===== config.mk =====
export PLATFORM = sky130hd
export DESIGN_NAME = lfsr8
export DESIGN_NICKNAME = d
export VERILOG_FILES = /design/src/rtl/dff_test_pkg.sv /design/src/rtl/dff_self_test_lfsr8.sv
export SDC_FILE = /design/constraint.sdc
export NUM_CORES = 1
export LEC_CHECK = 0
export CORE_AREA = 2 2 39 41
export DETAILED_ROUTE_END_ITERATION = 12
export DIE_AREA = 0 0 41 43
export PLACE_DENSITY_LB_ADDON = 0.15
export SKIP_CTS_REPAIR_TIMING = 1
export SLEW_MARGIN = 10
export SYNTH_ARGS = -nofsm -noshare
export SYNTH_HDL_FRONTEND = slang
export SYNTH_SLANG_ARGS = --single-unit

===== constraint.sdc =====
create_clock -name clk -period 1.13 [get_ports clk]
set_input_delay 0.1695 -clock clk [delete_from_list [all_inputs] [get_ports clk]]
set_output_delay 0.1695 -clock clk [all_outputs]
set_load 0.01 [all_outputs]

===== src/rtl/dff_test_pkg.sv =====
// Shared definitions for the D flip-flop self-test engine: FSM encodings,
// LFSR polynomial, default seed and the DUT reset-hold length.
package dff_test_pkg;

    typedef enum logic [2:0] {
        ST_IDLE    = 3'd0,
        ST_RST_DUT = 3'd1,
        ST_RUN     = 3'd2,
        ST_DRAIN   = 3'd3,
        ST_DONE    = 3'd4
    } state_t;

    localparam logic [7:0] LFSR_TAPS    = 8'hB8;
    localparam logic [7:0] DEFAULT_SEED = 8'h01;
    localparam int         RST_HOLD     = 2;

    // Fibonacci step: shift left, XOR of the tapped bits enters at bit 0.
    function automatic logic [7:0] lfsr_step(input logic [7:0] s);
        return {s[6:0], ^(s & LFSR_TAPS)};
    endfunction

endpackage


===== src/rtl/dff_self_test_lfsr8.sv =====
// 8-bit Fibonacci LFSR with synchronous seed load and step enable.
module lfsr8
    import dff_test_pkg::*;
#(
    parameter logic [7:0] INIT = DEFAULT_SEED
) (
    input  logic       clk,
    input  logic       reset,
    input  logic       load,
    input  logic [7:0] seed,
    input  logic       en,
    output logic [7:0] state
);

    always_ff @(posedge clk or posedge reset) begin
        if (reset) begin
            state <= INIT;
        end else if (load) begin
            state <= seed;
        end else if (en) begin
            state <= lfsr_step(state);
        end
    end

endmodule


== Yosys cells after proc, flatten, opt, wreduce, memory -nomap -nowiden ==
Cells that the tools add are included.
Operators by class
  $mul: 0
  order comparisons: 0
  add/subtract/negate cells: 0
  reduce and logical (&&, ||, !) cells: 2
  shifts and indexed selects: 0
  eq/ne operators: 0
  div/mod/pow operators: 0
  muxes and demuxes: 2
  bitwise operators: 0
Operator list (number)
  two-way mux 8 bit: 2
  XOR reduction 8 bit: 1
  nonzero test 2 bit: 1
Word-level totals
  output and inout port bits: 8
  memory bits (read-only): 0
  memories kept: 0
  flip-flop bits (word level): 8
  bits in latches: 0
  word-level logic and storage cells: 5
  memory bits (writable): 0
  input bits: 12

== Longest topological paths before layout ==
Gate-level depths: netlist of the first run.
  depth after elaboration: 3
  mapped depth: 4
  depth with buffers taken out: 3

== Least setup slack after synthesis of the first run ==
No wires, ideal clock.
  kind: register to register
  start: register state[5]
  end: register state[0]
  setup time: 72 ps
  period minus slack after synthesis: 916 ps
  path buffers: 0
  cell stages (with the launch flop): 4
  required time: 1058 ps
  path slack: 214 ps
  data arrival time: 844 ps
  cell sequence: dfrtp_1 xor2_1 xnor2_1 o21ai_1
Between the ends
  word-level cells in the longest chain between the ends: 3
Ends and longest elaborated chain
  start, declared: RTL line dff_self_test_lfsr8.sv:12  | output logic [7:0] state
  start signal, assigned: RTL line dff_self_test_lfsr8.sv:21  | state <= lfsr_step(state);
  XOR reduction 8 bit: RTL line dff_test_pkg.sv:19  | return {s[6:0], ^(s & LFSR_TAPS)};
  two-way mux 8 bit: RTL line dff_self_test_lfsr8.sv:20  | end else if (en) begin
  two-way mux 8 bit: RTL line dff_self_test_lfsr8.sv:18  | end else if (load) begin
No other way between the ends. The select of a mux whose other input is x is not followed.
A chain may end at the register's enable or synchronous reset.

== Final worst setup path of the first run ==
  start: register state[0]
  end: output state[0]
No word-level cell between the ends.

==> results.tsv, run 1 <==
metric	value	unit
Max Slew Vio Count	0	
Cell Area, Synth	399.1	um2
share of cells above drive strength 1	0.1765	
cell depth of the worst setup path	1	
Async S/R FF share, synth	1.000	
Max Cap Viol	0	
Die ar.	1763	um2
outcome	complete, no violations	
skew final	0.009136	ns
biggest regs	state x8	
crit path cell chain	dlymetal6s2s_1	
post-route ant nets	0	
drt total wl	863	um
initial antenna violation count	0	
Critical Path Slowest Stage Cell	dfstp_2	
global-route wire length before repair	1373	um
minimum clock period	1.082	ns
Max Root-Sink Buffers	2	
Logic pwr share	0.307	
Fin. Hold Viols	0	
Critical Path Source Type	register	
cell family with most CP delay	flip-flops	
worst min path class	in2async	
CTS sink cnt	8	
Post-Route Utilization	0.5172	
CTS Root Cell	clkbuf_4	
Sequential Power Share	0.410	
PwrDens	1173	nW/um2
#FFs+latches synth	8	
antenna cells	0	
Post-synth top cells	dfrtp_1, mux2i_1, nand2_1, o21ai_0, xor2_1	
fmax	924.3	MHz
post-synthesis sequential area ratio	0.5047	
placed cells	80	
Worst VDD drop	0.4270	mV
Metal-1 WL	386	um
Layout Cells excl Fill	84	
total power	839.3	uW
Filler cells	140	
post-synthesis area per instance	10.23	um2
Nets	81	
IO Port Bufs	19	
Leak	0.4049	nW
met3 routed WL	52	um
uppermost layer routed	met3	
fin crit share	0.9574	
Post-synth EDFFs	0	
via-per-instance ratio	4.357	
std cell rows	14	
Residual DRC	0	
area grow syn2layout	79.31	%
I/O Pins	20	
largest net degree at the start of global routing	10	
Crit Path Max Fanout	2	
Initial Utilization	0.2884	
post-synthesis cell count	39	
post-DR wirelength/cell	10.27	um
met2 routed WL	424	um
switching share of power	0.2631	
unrepaired setup endpoints after global routing	false	
post-synth top area share	0.4389	
TritonCTS clock tree	yes	
Req. time, crit path	0.96	ns
Critical path buffers and inverters	1	
max reg flops	8	
Crit path largest cell delay	0.52	ns
worst slew pin tran	0.3130	ns
ranking of synthesized cells by area	dfrtp_1, mux2i_1, o21ai_0	
Placer Congestion	0.7105	
DR pass1 iterations	3	
yosys warns	0	
WS Path Type	reg2out	
top_reg_cell synth	dfrtp_1	
# H-tree levels	1	
GRT Overall Usage	0.1135	
die height	43	um
die width	41	um
total number of vias	366	
setup TNS	0	ns
Post-DP HPWL	686.4	um
Cell variety after synth	14	
Pint	618.4	uW
Core Area	1384	um2
total CTS buffers	3	
total congestion overflow	0	
Clk network pwr share	0.284	
Top reg by flops	state	
endpoints failing setup	0	
clock-pin slew on the worst setup and hold paths	0.06	ns
crit end category	output port	
cell taking the most area after synthesis	dfrtp_1	
Initial DRC Count	4	
Skew-Pair Late Insertion Delay	0.25	ns
vias in the first global route	333	
sw power	220.9	uW
Worst EP arrival	0.91	ns
Syn Nets	51	
reg2reg path depth	4	
Slew headroom	0.7911	
[power by group through the flow]
stage	clock (mW)	sequential [mW]	combinational, mW
global placement	0	0.350	0.268
global route	0.260	0.349	0.280
floorplan	0	0.371	0.0832
finish	0.238	0.344	0.257
detailed placement	0	0.350	0.269
CTS	0.247	0.346	0.270
[final timing paths]
kind                            slack [ns]  endpoint      from
worst min-delay path                  0.16  state[6]     reset
worst min register to register        0.59  state[7]  state[6]
max in group asynchronous             0.67  state[0]     reset
worst max-delay path                  0.05  state[0]  state[0]
min in group clk                      0.47  state[7]   seed[7]
worst max register to register        0.12  state[0]  state[5]
[routing by layer]
layer  GRT usage  up-vias
li1            -      189
met1      0.1556      167
met2      0.1656       10
met3     0.03141        0
met4     0.04000        0
met5           0        -
[through the flow]
stage	worst slack [ns]	hold WS, ns	area (um2)
CTS	-0.3393	0.1765	695.7
floorplan	0.2142	-0.01556	399.1
global placement	-0.1065	0.4487	669.4
global route	0.002061	0.2060	715.7
detailed placement	-0.09886	0.4531	669.4
finish	0.04813	0.1605	715.7
[placed cells by master, fill, tap and decap left out, drive strengths merged]
cell and count:
nand2 7, nor3b 1, mux2i 7, inv 1, dlymetal6s2s 8, o21ai 8, dfrtp 7, dfstp 1
clkbuf 4, xor2 2, clkdlybuf4s50 11, a21oi 1, nand2b 1, buf 8, xnor2 1
[logic make-up after synthesis]
| group | Yosys count | share of synthesized area |
|---|---|---|
| AND/OR/NAND/NOR | 9 | 0.1003 |
| AO/OA/AOI/OAI | 9 | 0.1128 |
| XOR/XNOR | 3 | 0.06584 |
| flip-flops | 8 | 0.5047 |
| multiplexers | 7 | 0.1756 |
| buffers and inverters | 3 | 0.04074 |
[area by class of cell]
| type | count | area, um2 | share of cell area |
|---|---|---|---|
| repair buffers | 27 | 282.8 | 0.3951 |
| flip-flops and latches | 8 | 201.4 | 0.2815 |
| multi-input cells | 28 | 181.4 | 0.2535 |
| clock buffers | 4 | 26.28 | 0.03671 |
| well taps | 16 | 20.02 | 0.02797 |
| inverters | 1 | 3.754 | 0.005245 |
Power figures use the tool's default switching activity.
==> run 2, diff against run 1 <==
SETUP_SLACK_MARGIN = 0.3   (was default)
==> results.tsv, run 2 (synthesis gave the netlist of run 1 again) <==
metric	value	unit	change
Fin. Hold Viols	0		unchanged
met3 routed WL	39	um	-25%
Req. time, crit path	0.96	ns	about the same
I/O Pins	20		unchanged
Slew headroom	0.7825		-0.008614
total power	858.6	uW	+2.3%
cell family with most CP delay	flip-flops		
endpoints failing setup	0		unchanged
IO Port Bufs	19		unchanged
Critical Path Slowest Stage Cell	dfstp_2		
PwrDens	1208	nW/um2	+3.0%
total CTS buffers	3		unchanged
TritonCTS clock tree	yes		
R2R Path End	state[0]		
Multi-input gate area	201.4	um2	+11%
# H-tree levels	1		unchanged
total number of vias	376		+2.7%
Worst VDD drop	0.5361	mV	+26%
post-DR wirelength/cell	10.62	um	+3.3%
CTS Root Cell	clkbuf_4		
Critical path buffers and inverters	1		unchanged
total congestion overflow	0		unchanged
Filler cells	138		-1.4%
crit path cell chain	buf_6		
Max Root-Sink Buffers	2		unchanged
Top reg by flops	state		
share of cells above drive strength 1	0.3571		+0.1807
Crit Path Max Fanout	2		unchanged
CTS sink cnt	8		unchanged
beginning of the critical path	state[0]		
cell depth of the worst setup path	1		unchanged
drt total wl	913	um	+5.8%
worst slew pin tran	0.3260	ns	+0.01291 ns
Post-Route Utilization	0.5136		-0.003617
post-route ant nets	0		unchanged
Residual DRC	0		unchanged
Placer Congestion	0.7051		-0.76%
fin crit share	0.9259		-0.03151
worst min path class	in2async		
R2R Path Start	state[5]		
minimum clock period	1.046	ns	-0.03560 ns
Leak	0.3481	nW	-14%
uppermost layer routed	met3		
DR pass1 iterations	2		-1
Max Slew Vio Count	0		unchanged
vias in the first global route	342		+2.7%
commonest non-fill, non-tap cell in the layout	clkdlybuf4s50_1		
WS Path Type	reg2out		
reg2reg path depth	4		unchanged
Post-DP HPWL	704.6	um	+2.7%
biggest regs	state x8		
Metal-1 WL	411	um	+6.5%
skew final	0.009788	ns	+0.0006518 ns
clock-pin slew on the worst setup and hold paths	0.06	ns	about the same
crit end category	output port		
via-per-instance ratio	4.372		+0.34%
max reg flops	8		unchanged
unrepaired setup endpoints after global routing	true		
Max Cap Viol	0		unchanged
Worst EP arrival	0.88	ns	-0.03 ns
fmax	955.8	MHz	+3.4%
die height	43	um	unchanged
Initial DRC Count	2		-2
area grow syn2layout	78.06	%	
global-route wire length before repair	1490	um	+8.5%
flop-to-flop setup slack	0.11	ns	about the same
Initial Utilization	0.2884		unchanged
Core Area	1384	um2	unchanged
die width	41	um	unchanged
Die ar.	1763	um2	unchanged
Nets	83		+2.5%
Skew-Pair Late Insertion Delay	0.26	ns	about the same
std cell rows	14		unchanged
antenna cells	0		unchanged
met2 routed WL	462	um	+9.0%
GRT Overall Usage	0.1327		+0.01925
Register Area	201.4	um2	unchanged
crit path to	state[0]		
outcome	complete, no violations		
initial antenna violation count	0		unchanged
Critical Path Source Type	register		
Crit path largest cell delay	0.53	ns	about the same
largest net degree at the start of global routing	10		unchanged
==> run 2: how the worst min path moves through the flow <==
stage,endpoint,startpoint,depth (start not counted),slack [ns]
after detailed placement,state[2],reset,2,0.45
final,state[7],reset,2,0.16
after floorplan,state[1],reset,1,-0.02
after global routing,state[7],reset,2,0.19
after CTS,state[7],reset,2,0.16
after global placement,state[3],reset,2,0.45
==> run 2: report_power, final <==
part,switching (mW),internal [mW],total (mW),leakage (nW)
registers,0.0237,0.324,0.348,0.0957
logic,0.111,0.166,0.277,0.237
clock network,0.0990,0.135,0.234,0.0150
==> run 2: layer usage <==
metal,track usage,vias up
met5,0,-
met4,0.1000,0
met3,0.04712,0
met2,0.1625,10
met1,0.1821,172
li1,-,194
==> run 2: per-stage QoR <==
stage,area [um2],setup TNS (ns),hold WS [ns],std cells,worst slack [ns]
final,710.7,0,0.1604,86,0.08373
after global routing,710.7,0,0.1895,86,0.04541
after detailed placement,669.4,-0.7194,0.4490,80,-0.09494
after global placement,669.4,-0.6213,0.4451,80,-0.09468
after floorplan,399.1,0,-0.01556,39,0.2283
after CTS,695.7,-1.858,0.1594,84,-0.3475
==> run 2: cell type report <==
type	instances	area share
timing repair buffer	29	0.3627
sequential	8	0.2835
multi-input combinational	28	0.2835
clock buffer	4	0.03697
tap	16	0.02817
inverter	1	0.005282
==> run 3, diff against run 2 <==
CAP_MARGIN = 20   (was default)
==> results of run 3 <==
The final DEF is identical to that of run 2; final timing and power are the same.
